### src/rtl/mem_pkg.sv
`default_nettype none
// +--------------------------------------------------------------------+
// | mem_pkg: shared op_type / FSM encodings for the stack sequencer     |
// | Rev 1.0                                                             |
// +--------------------------------------------------------------------+
package mem_pkg;

  typedef enum logic [2:0] {
    OP_PUSH    = 3'd0,
    OP_POP     = 3'd1,
    OP_PUSH_PC = 3'd2,
    OP_POP_PC  = 3'd3,
    OP_INT     = 3'd4,
    OP_RTI     = 3'd5
  } op_e;

  localparam logic [2:0] OP_LAST = 3'd5;

  typedef enum logic [1:0] {
    ST_IDLE     = 2'd0,
    ST_PUSH_RUN = 2'd1,
    ST_POP_RUN  = 2'd2,
    ST_POP_DONE = 2'd3
  } state_e;

  function automatic logic is_push_op(input op_e op);
    return (op == OP_PUSH) || (op == OP_PUSH_PC) || (op == OP_INT);
  endfunction

  function automatic logic [31:0] word_count(input op_e op, input int unsigned pc_words);
    case (op)
      OP_PUSH, OP_POP:       word_count = 32'd1;
      OP_PUSH_PC, OP_POP_PC: word_count = pc_words;
      default:               word_count = pc_words + 32'd1;
    endcase
  endfunction

endpackage
`default_nettype wire

### src/rtl/stack_word_cnt.sv
`default_nettype none
// +--------------------------------------------------------------------+
// | stack_word_cnt: down-counter of remaining stack accesses            |
// | Rev 1.0                                                             |
// +--------------------------------------------------------------------+
module stack_word_cnt #(
  parameter int W = 2
) (
  input  logic         clk,
  input  logic         reset,
  input  logic         load,
  input  logic [W-1:0] load_val,
  input  logic         dec,
  output logic         tc
);

  logic [W-1:0] cnt_q, cnt_d;

  always_comb begin
    cnt_d = cnt_q;
    if (load)
      cnt_d = load_val;
    else if (dec && (cnt_q != '0))
      cnt_d = cnt_q - W'(1);
  end

  always_ff @(posedge clk or negedge reset) begin
    if (!reset) cnt_q <= '0;
    else        cnt_q <= cnt_d;
  end

  assign tc = (cnt_q == '0);

endmodule
`default_nettype wire

### src/rtl/mem_stack_seq.sv
`default_nettype none
// +--------------------------------------------------------------------+
// | mem_stack_seq: multi-word push/pop sequencer for a memory stack     |
// | Rev 1.0                                                             |
// +--------------------------------------------------------------------+
module mem_stack_seq
  import mem_pkg::*;
#(
  parameter int          DATA_W   = 16,
  parameter int          ADDR_W   = 12,
  parameter int          PC_WORDS = 2,
  parameter int unsigned SP_INIT  = 2047
) (
  input  logic                       clk,
  input  logic                       reset,
  input  logic                       op_valid,
  input  logic [2:0]                 op_type,
  input  logic [DATA_W-1:0]          wr_data,
  input  logic [DATA_W*PC_WORDS-1:0] pc_in,
  input  logic [3:0]                 flags_in,
  output logic [ADDR_W-1:0]          mem_addr,
  output logic [DATA_W-1:0]          mem_wdata,
  output logic                       mem_we,
  output logic                       mem_re,
  input  logic [DATA_W-1:0]          mem_rdata,
  output logic                       busy,
  output logic [DATA_W-1:0]          pop_data,
  output logic [DATA_W*PC_WORDS-1:0] pc_out,
  output logic [3:0]                 flags_out,
  output logic                       pop_valid,
  output logic                       pc_valid,
  output logic                       flags_valid,
  output logic [ADDR_W-1:0]          sp_out,
  output logic                       err_ovf,
  output logic                       err_unf
);

  localparam int PC_W  = DATA_W * PC_WORDS;
  localparam int SEQ_W = PC_W + DATA_W;
  localparam int CNT_W = $clog2(PC_WORDS + 2);
  localparam logic [ADDR_W-1:0] SP_RST = SP_INIT[ADDR_W-1:0];

  state_e              state_q, state_d;
  op_e                 op_q, op_d;
  logic [ADDR_W-1:0]   sp_q, sp_d;
  logic [SEQ_W-1:0]    sr_q, sr_d;
  logic [PC_W-1:0]     pc_acc_q, pc_acc_d;
  logic [3:0]          flags_acc_q, flags_acc_d;
  logic                first_q, first_d;
  logic [DATA_W-1:0]   pop_data_q, pop_data_d;
  logic [PC_W-1:0]     pc_out_q, pc_out_d;
  logic [3:0]          flags_out_q, flags_out_d;
  logic                pop_valid_q, pop_valid_d;
  logic                pc_valid_q, pc_valid_d;
  logic                flags_valid_q, flags_valid_d;
  logic                err_ovf_q, err_ovf_d;
  logic                err_unf_q, err_unf_d;

  op_e                 w_op;
  logic                w_req, w_push, w_ovf, w_unf, w_cap_flags;
  logic [31:0]         w_n;
  logic [SEQ_W-1:0]    w_seq;
  logic [PC_W-1:0]     w_pc_next;
  logic [CNT_W-1:0]    w_cnt_init;
  logic                cnt_load, cnt_dec, cnt_tc;

  assign w_op       = op_e'(op_type);
  assign w_req      = reset && op_valid && (state_q == ST_IDLE) && (op_type <= OP_LAST);
  assign w_push     = is_push_op(w_op);
  assign w_n        = word_count(w_op, PC_WORDS);
  assign w_ovf      = (32'(sp_q) + 32'd1) < w_n;
  assign w_unf      = (32'(sp_q) + w_n) > 32'(SP_INIT);
  assign w_cnt_init = CNT_W'(w_n - 32'd2);
  // Push sequence: PC words MS-first, then the zero-extended flags word.
  assign w_seq      = {pc_in, {(DATA_W-4){1'b0}}, flags_in};
  // PC words pop LS-first, so each new word enters at the top and shifts down.
  assign w_pc_next  = (pc_acc_q >> DATA_W) | (PC_W'(mem_rdata) << (PC_W - DATA_W));
  assign w_cap_flags = first_q && (op_q == OP_RTI);

  stack_word_cnt #(.W(CNT_W)) u_word_cnt (
    .clk      (clk),
    .reset    (reset),
    .load     (cnt_load),
    .load_val (w_cnt_init),
    .dec      (cnt_dec),
    .tc       (cnt_tc)
  );

  always_comb begin
    state_d       = state_q;
    op_d          = op_q;
    sp_d          = sp_q;
    sr_d          = sr_q;
    pc_acc_d      = pc_acc_q;
    flags_acc_d   = flags_acc_q;
    first_d       = first_q;
    pop_data_d    = pop_data_q;
    pc_out_d      = pc_out_q;
    flags_out_d   = flags_out_q;
    pop_valid_d   = 1'b0;
    pc_valid_d    = 1'b0;
    flags_valid_d = 1'b0;
    err_ovf_d     = 1'b0;
    err_unf_d     = 1'b0;
    mem_addr      = sp_q;
    mem_wdata     = '0;
    mem_we        = 1'b0;
    mem_re        = 1'b0;
    cnt_load      = 1'b0;
    cnt_dec       = 1'b0;

    case (state_q)
      ST_IDLE: begin
        if (w_req && w_push) begin
          if (w_ovf) begin
            err_ovf_d = 1'b1;
          end else begin
            mem_we    = 1'b1;
            mem_wdata = (w_op == OP_PUSH) ? wr_data : w_seq[SEQ_W-1 -: DATA_W];
            sp_d      = sp_q - ADDR_W'(1);
            op_d      = w_op;
            sr_d      = w_seq << DATA_W;
            if (w_n > 32'd1) begin
              state_d  = ST_PUSH_RUN;
              cnt_load = 1'b1;
            end
          end
        end else if (w_req) begin
          if (w_unf) begin
            err_unf_d = 1'b1;
          end else begin
            mem_re   = 1'b1;
            mem_addr = sp_q + ADDR_W'(1);
            sp_d     = sp_q + ADDR_W'(1);
            op_d     = w_op;
            first_d  = 1'b1;
            if (w_n > 32'd1) begin
              state_d  = ST_POP_RUN;
              cnt_load = 1'b1;
            end else begin
              state_d  = ST_POP_DONE;
            end
          end
        end
      end

      ST_PUSH_RUN: begin
        mem_we    = 1'b1;
        mem_wdata = sr_q[SEQ_W-1 -: DATA_W];
        sr_d      = sr_q << DATA_W;
        sp_d      = sp_q - ADDR_W'(1);
        if (cnt_tc) state_d = ST_IDLE;
        else        cnt_dec = 1'b1;
      end

      ST_POP_RUN: begin
        mem_re   = 1'b1;
        mem_addr = sp_q + ADDR_W'(1);
        sp_d     = sp_q + ADDR_W'(1);
        first_d  = 1'b0;
        if (w_cap_flags) flags_acc_d = mem_rdata[3:0];
        else             pc_acc_d    = w_pc_next;
        if (cnt_tc) state_d = ST_POP_DONE;
        else        cnt_dec = 1'b1;
      end

      ST_POP_DONE: begin
        state_d = ST_IDLE;
        first_d = 1'b0;
        if (op_q == OP_POP) begin
          pop_data_d  = mem_rdata;
          pop_valid_d = 1'b1;
        end else begin
          pc_acc_d   = w_pc_next;
          pc_out_d   = w_pc_next;
          pc_valid_d = 1'b1;
          if (op_q == OP_RTI) begin
            flags_out_d   = flags_acc_q;
            flags_valid_d = 1'b1;
          end
        end
      end

      default: state_d = ST_IDLE;
    endcase
  end

  always_ff @(posedge clk or negedge reset) begin
    if (!reset) begin
      state_q       <= ST_IDLE;
      op_q          <= OP_PUSH;
      sp_q          <= SP_RST;
      sr_q          <= '0;
      pc_acc_q      <= '0;
      flags_acc_q   <= '0;
      first_q       <= 1'b0;
      pop_data_q    <= '0;
      pc_out_q      <= '0;
      flags_out_q   <= '0;
      pop_valid_q   <= 1'b0;
      pc_valid_q    <= 1'b0;
      flags_valid_q <= 1'b0;
      err_ovf_q     <= 1'b0;
      err_unf_q     <= 1'b0;
    end else begin
      state_q       <= state_d;
      op_q          <= op_d;
      sp_q          <= sp_d;
      sr_q          <= sr_d;
      pc_acc_q      <= pc_acc_d;
      flags_acc_q   <= flags_acc_d;
      first_q       <= first_d;
      pop_data_q    <= pop_data_d;
      pc_out_q      <= pc_out_d;
      flags_out_q   <= flags_out_d;
      pop_valid_q   <= pop_valid_d;
      pc_valid_q    <= pc_valid_d;
      flags_valid_q <= flags_valid_d;
      err_ovf_q     <= err_ovf_d;
      err_unf_q     <= err_unf_d;
    end
  end

  assign busy        = (state_q != ST_IDLE);
  assign sp_out      = sp_q;
  assign pop_data    = pop_data_q;
  assign pc_out      = pc_out_q;
  assign flags_out   = flags_out_q;
  assign pop_valid   = pop_valid_q;
  assign pc_valid    = pc_valid_q;
  assign flags_valid = flags_valid_q;
  assign err_ovf     = err_ovf_q;
  assign err_unf     = err_unf_q;

endmodule
`default_nettype wire

### config.mk
export PLATFORM = sky130hd
export DESIGN_NAME = mem_stack_seq
export DESIGN_NICKNAME = d
export VERILOG_FILES = /design/src/rtl/mem_pkg.sv /design/src/rtl/stack_word_cnt.sv /design/src/rtl/mem_stack_seq.sv
export SDC_FILE = /design/constraint.sdc
export NUM_CORES = 1
export LEC_CHECK = 0
export ABC_AREA = 1
export BUFFER_PORTS_ARGS = -buffer_cell sky130_fd_sc_hd__buf_4
export CORE_ASPECT_RATIO = 1.25
export CORE_MARGIN = 10
export CORE_UTILIZATION = 48
export CTS_BUF_LIST = sky130_fd_sc_hd__clkbuf_16
export DETAILED_ROUTE_END_ITERATION = 10
export PLACE_DENSITY_LB_ADDON = 0.25
export SYNTH_ARGS = -nofsm -noshare
export SYNTH_HDL_FRONTEND = slang
export SYNTH_HIERARCHICAL = 1
export SYNTH_SLANG_ARGS = --single-unit
### constraint.sdc
create_clock -name clk -period 2.5 [get_ports clk]
set_input_delay 0.125 -clock clk [delete_from_list [all_inputs] [get_ports clk]]
set_output_delay 0.125 -clock clk [all_outputs]
set_load 0.02 [all_outputs]
* Yosys cells after proc, flatten, opt, wreduce, memory -nomap -nowiden *
Index checks and enable logic that the tools add are counted.

word-level totals
  register bits after elaboration = 161
  input port bits = 74
  logic and storage cells = 151
  output and inout port bits = 100

operators by class
  add/subtract/negate cells = 6
  bitwise gates (word level) = 2
  eq/ne operators = 24
  magnitude comparators = 4
  reduce and logical (&&, ||, !) cells = 33
  mux-type cells = 66

operators with widths
  cell                                                    number
  2-to-1 mux 48 bit                                       2
  case mux 48 bit (2 select lines)                        1
  2-to-1 mux 32 bit                                       2
  case mux 32 bit (2 select lines)                        1
  2-to-1 mux 12 bit                                       5
  2-to-1 mux 16 bit                                       3
  case mux 12 bit (3 select lines)                        1
  adder 12 x 32 -> 32 bit                                 1
  > comparator 32 x 1 -> 1 bit (second input constant)    1
  > comparator 32 x 11 -> 1 bit (second input constant)   1
  < comparator 13 x 32 -> 1 bit                           1
  OR 16 x 32 -> 32 bit                                    1
  case mux 16 bit (2 select lines)                        1
  2-to-1 mux 1 bit                                        31
  case mux 12 bit (2 select lines)                        1
  2-to-1 mux 2 bit                                        9
  inequality test 2 bit (second input constant)           9
  nonzero test 2 bit                                      7
  adder 12 x 1 -> 13 bit (second input constant)          1
  adder 12 x 1 -> 12 bit (second input constant)          1
  2-to-1 mux 3 bit                                        4
  subtractor 12 x 1 -> 12 bit (second input constant)     1
  inequality test 3 x 2 -> 1 bit (second input constant)  3
  AND reduction 3 bit                                     3
  23 further kinds                                        44

* Depth between registers and ports, before layout *
  depth in word-level cells = 10
  mapped depth = 17
  mapped depth without buffers = 17

* Modules after synthesis *
The synthesis kept the hierarchy.

by module, submodules not included
  module          cells each  times used  area each (sq um)
  mem_stack_seq   851         1           6431.2
  stack_word_cnt  19          1           127.6

* Worst setup path after synthesis *
Ideal clock, no wire load.

  path kind = flip-flop to flip-flop
  start = reg sp_q[0], in the netlist sp_out[0]
  end = reg u_word_cnt.cnt_q[0]
  setup time = 116 ps
  data arrival time = 2535 ps
  stages on the path, launching flop included = 17
  path slack = -152 ps
  period minus slack after synthesis = 2652 ps
  required time = 2384 ps
  cells stage by stage = dfstp_2 > buf_4 > inv_1 > ha_1 > ha_1 > nand2_1 > nand4_1 > nor2_2 > nand2_2 > nand2_1 > nand2_1 > nand3_1 > inv_1 > inv_2 > nand2_1 > nand2_1 > nand2_1

on the way
  longest elaborated chain between the ends = 7

ends and longest elaborated chain
  item                                                           line                  RTL
  start, declared                                                mem_stack_seq.sv:45   logic [ADDR_W-1:0] sp_q, sp_d;
  start signal, assigned                                         mem_stack_seq.sv:208  sp_q <= sp_d;
  adder 12 x 32 -> 32 bit                                        mem_stack_seq.sv:72   assign w_unf = (32'(sp_q) + w_n) > 32'(SP_INIT);
  > comparator 32 x 11 -> 1 bit                                  mem_stack_seq.sv:72
  2-to-1 mux 1 bit                                               mem_stack_seq.sv:129  if (w_unf) begin
  2-to-1 mux 1 bit                                               mem_stack_seq.sv:128  end else if (w_req) begin
  2-to-1 mux 1 bit *                                             mem_stack_seq.sv:114  if (w_req && w_push) begin
  2-to-1 mux 1 bit *                                             mem_stack_seq.sv:112  case (state_q)
  named net cnt_load                                             mem_stack_seq.sv:65   logic cnt_load, cnt_dec, cnt_tc;
  2-to-1 mux 2 bit / nonzero test 2 bit (equally long branches)  -
  end signal, assigned                                           stack_word_cnt.sv:29  else cnt_q <= cnt_d;
  end, declared                                                  stack_word_cnt.sv:17  logic [W-1:0] cnt_q, cnt_d;

The timed path passes the listed nets; every way through them passes the cells marked *.
A chain may end at the register's enable or synchronous reset.

* Worst setup path in the final report *
  start = reg sp_q[0], in the netlist sp_out[0]
  end = out mem_wdata[3]

on the way
  longest elaborated chain between the ends = 5

ends and longest elaborated chain
  item                              line                  RTL
  adder 12 x 1 -> 13 bit            mem_stack_seq.sv:71   assign w_ovf = (32'(sp_q) + 32'd1) < w_n;
  < comparator 13 x 32 -> 1 bit     mem_stack_seq.sv:71
  2-to-1 mux 16 bit                 mem_stack_seq.sv:115  if (w_ovf) begin
  2-to-1 mux 16 bit                 mem_stack_seq.sv:114
  case mux 16 bit (2 select lines)  mem_stack_seq.sv:112
  end, declared                     mem_stack_seq.sv:22   output logic [DATA_W-1:0] mem_wdata,

Every way passes these cells.

==> run_results.csv <==
group,metric,value,unit
placed_design,dp_hpwl,15120,µm
worst_hold_path,hold_path.class,"in2reg",
clock_network,clock_sinks,117,
power,irDropWorstVdd,0.8240,mV
routing,vias,6953,
timing,skew,0.009734,ns
clock_network,path_clk_slew,0.06,ns
routing,wl_per_cell,17.62,µm
synth,synth-seq-cells,117,
power,clock_power_share,17.9,%
power,comb_power_share,57.2,%
power,power.internal,7591,µW
synth,yosysWarningCount,6,
timing,max_freq,390.3,MHz
timing,tns,-0.8412,ns
job,maxCapViolCount,0,
critical_path,worstPathRequired,2.38,ns
critical_path,r2r_end,"u_word_cnt/cnt_q[0]",
power,seq_power_share,25.0,%
timing,setup_viol,19,
timing,period_share,102.5,%
final_layout,drive_gt1_share,37.13,%
die,core_area,13350,µm²
synth,syn_inst,870,
global_route,grt_usage,23.35,%
die,rows,47,
placed_design,dp_slack,0.1199,ns
critical_path,cpMaxStageDelayCell,"dfstp_2",
routing,drcViolationCount,0,
critical_path,end_kind,"output pin",
synth,synth.cell_area,6559,µm²
global_route,gr-total-overflow,0,
routing,avgViaCountPerCell,5.365,
final_layout,area_growth_syn_to_layout,49.98,%
timing,fin_crit,2.562,ns
timing,worst_slack,-0.06193,ns
clock_network,cts_buffer_depth,2,
placed_design,gp_congestion,0.9719,
die,dieWidth,124.6,µm
die,die-area,18770,µm²
routing,ant_nets,0,
timing,relSlewSlack,39.73,%
clock_network,clock_latency,0.42,ns
timing,finalHoldViolCount,0,
final_layout,layout_common_cells,"nand2_1 (311), buf_4 (209), dfrtp_1 (106), o21ai_0 (64), inv_1 (55)",
clock_network,tritoncts,"yes",
critical_path,r2r_setup_slack,0.06,ns
routing,drt-total-wl,22830,µm
global_route,grt_max_degree,74,
power,cellPowerDensity,1441,nW/µm²
run_status,status,"finished, violations left",
die,dieHeight,150.7,µm
die,io_pins,174,
critical_path,r2r_start,"sp_out[0]",
global_route,grt_first_pass_wirelength,35910,µm
synth,synth_nets,953,
final_layout,fin_util,73.69,%
critical_path,worstPathArrival,2.44,ns
critical_path,crit_fanout,8,
timing,fin_hold_ws,0.004662,ns
critical_path,crit_type,"reg2out",
die,initial_utilization,49.13,%
power,switching_power,6586,µW
critical_path,startpoint_type,"register",
clock_network,ctsRootBufferMaster,"clkbuf_16",
routing,dr.pass1.iters,5,
final_layout,n_fill_cell,999,
final_layout,layout_commonest_cell,"nand2_1",
synth,yosys.cell_types.count,36,
global_route,grt_pass1_vias,7082,
placed_design,io_buffers,173,
power,leakage,0.004961,µW
power,finalPower,14180,µW
final_layout,nNetsFinal,1193,
synth,seq_area_frac_synth,44.85,%
global_route,antenna_found_initial,1,
run_status,violations,"setup timing",
synth,synth_top_area_share,40.44,%
critical_path,critical_path.max_stage_delay,0.61,ns
routing,drtIter0Drc,569,
clock_network,ctsHtreeMaxLevel,4,
synth,yosys-top-cells-area,"dfrtp_1 (40%), nand2_1 (19%), nand3_1 (5.8%), o21ai_0 (5.4%), dfstp_2 (4.4%)",
critical_path,r2r_cells,17,
timing,tightest_slew,0.9040,ns
critical_path,crit_chain,"buf_6, nand3_4, nor2_4, nand3_2, nand2_2, nand3_2, nor2_4, nand2_4, buf_12, nand3_4, nand2_4, buf_6",
critical_path,cp-startpoint,"sp_out[0]",
timing,rsz0062_at_grt,"yes",
power,swShare,46.46,%
clock_network,cts_made_buffers,17,
timing,slew_violations,0,
synth,yosys.area.top_type,"dfrtp_1",
synth,avgSynthCellArea,7.539,µm²
critical_path,endpoint,"mem_wdata[3]",
## power groups by stage
stage / sequential (µW) / clock (µW) / combinational, µW
after floorplan: 4000 / 0 / 3970
after global placement: 3490 / 0 / 7140
after detailed placement: 3490 / 0 / 7230
after CTS: 3520 / 2560 / 7700
after global routing: 3650 / 2670 / 8890
final: 3540 / 2530 / 8100
## critical path: cells and delay by family, from the launching register on
kind / cells / cell delay, ns
flip-flops: 1 / 0.61
AND/OR/NAND/NOR: 9 / 0.95
buffers and inverters: 3 / 0.44
## cell usage after synthesis (all sizes together)
cell type / count
a21oi: 17
a31oi: 2
buf: 16
clkbuf: 25
clkinv: 2
dfrtp: 106
dfstp: 11
ha: 9
inv: 67
mux2: 16
nand2: 347
nand3: 81
nand4: 23
nor2: 36
nor3: 1
o211ai: 7
o21ai: 89
o221ai: 3
or2: 2
xnor2: 1
xor2: 9
## routing by layer
metal	global-route usage [%]	vias to the layer above	share of wire [%]
li1	-	3309	-
met1	26.49	3254	38
met2	38.83	310	50
met3	7.211	80	8.7
met4	12.54	0	3.7
met5	0	-	0
## repair_timing
action,4_1_cts,5_1_grt
pin swaps,23,26
buffers inserted,15,13
cloned,2,0
hold buffers,23,0
gates resized for setup,77,67
setup endpoints to repair,23,35
endpoints found under the hold margin,57,0
## how the worst min path moves through the flow
stage / to / slack [ns] / cells after the start / startpoint
after floorplan: err_ovf / -0.17 / 0 / reset
final: pop_data[4] / 0.005 / 3 / mem_rdata[4]
after global placement: flags_out[1] / 0.31 / 2 / reset
after global routing: pc_out[27] / 0.03 / 3 / mem_rdata[11]
after detailed placement: flags_out[3] / 0.31 / 2 / reset
after CTS: pc_out[27] / 0.004 / 3 / mem_rdata[11]
## through the flow
| step | instances | cell area [µm²] |
|---|---|---|
| global placement | 1209 | 8187 |
| finish | 1296 | 9837 |
| CTS | 1281 | 9488 |
| detailed placement | 1209 | 8187 |
| floorplan | 870 | 6578 |
| global route | 1295 | 9834 |
## layout make-up
| type | instances | area [µm²] | share of cell area (%) |
|---|---|---|---|
| diodes | 2 | 5.005 | 0.05088 |
| clock buffers | 17 | 425.4 | 4.325 |
| clock inverters | 15 | 178.9 | 1.819 |
| inverters | 69 | 276.5 | 2.811 |
| multi-input cells | 643 | 3607 | 36.67 |
| flip-flops and latches | 117 | 2942 | 29.90 |
| well taps | 171 | 214.0 | 2.175 |
| repair buffers | 262 | 2188 | 22.25 |
## cell families (layout without fill, tap and decap cells)
family | after synthesis | in the layout | synth area share [%]
multiplexers | 16 | 16 | 2.747
AO/OA/AOI/OAI | 118 | 118 | 10.28
AND/OR/NAND/NOR | 490 | 490 | 31.95
adder cells (fa/ha/maj) | 9 | 9 | 1.717
XOR/XNOR | 10 | 10 | 1.335
buffers and inverters | 110 | 363 | 7.115
flip-flops | 117 | 117 | 44.85
other | 0 | 2 | 0
## sequential cells by signal, indices dropped and copies added (netlist names)
name	cells
pc_out	32
first_q	1
pop_data	16
flags_out	4
op_q	3
sr_q	20
state_q	2
flags_acc_q	4
pop_valid	1
pc_acc_q	16
err_ovf	1
flags_valid	1
err_unf	1
u_word_cnt/cnt_q	2
sp_out	12
pc_valid	1
No activity file was read; power rests on OpenSTA's default activity.
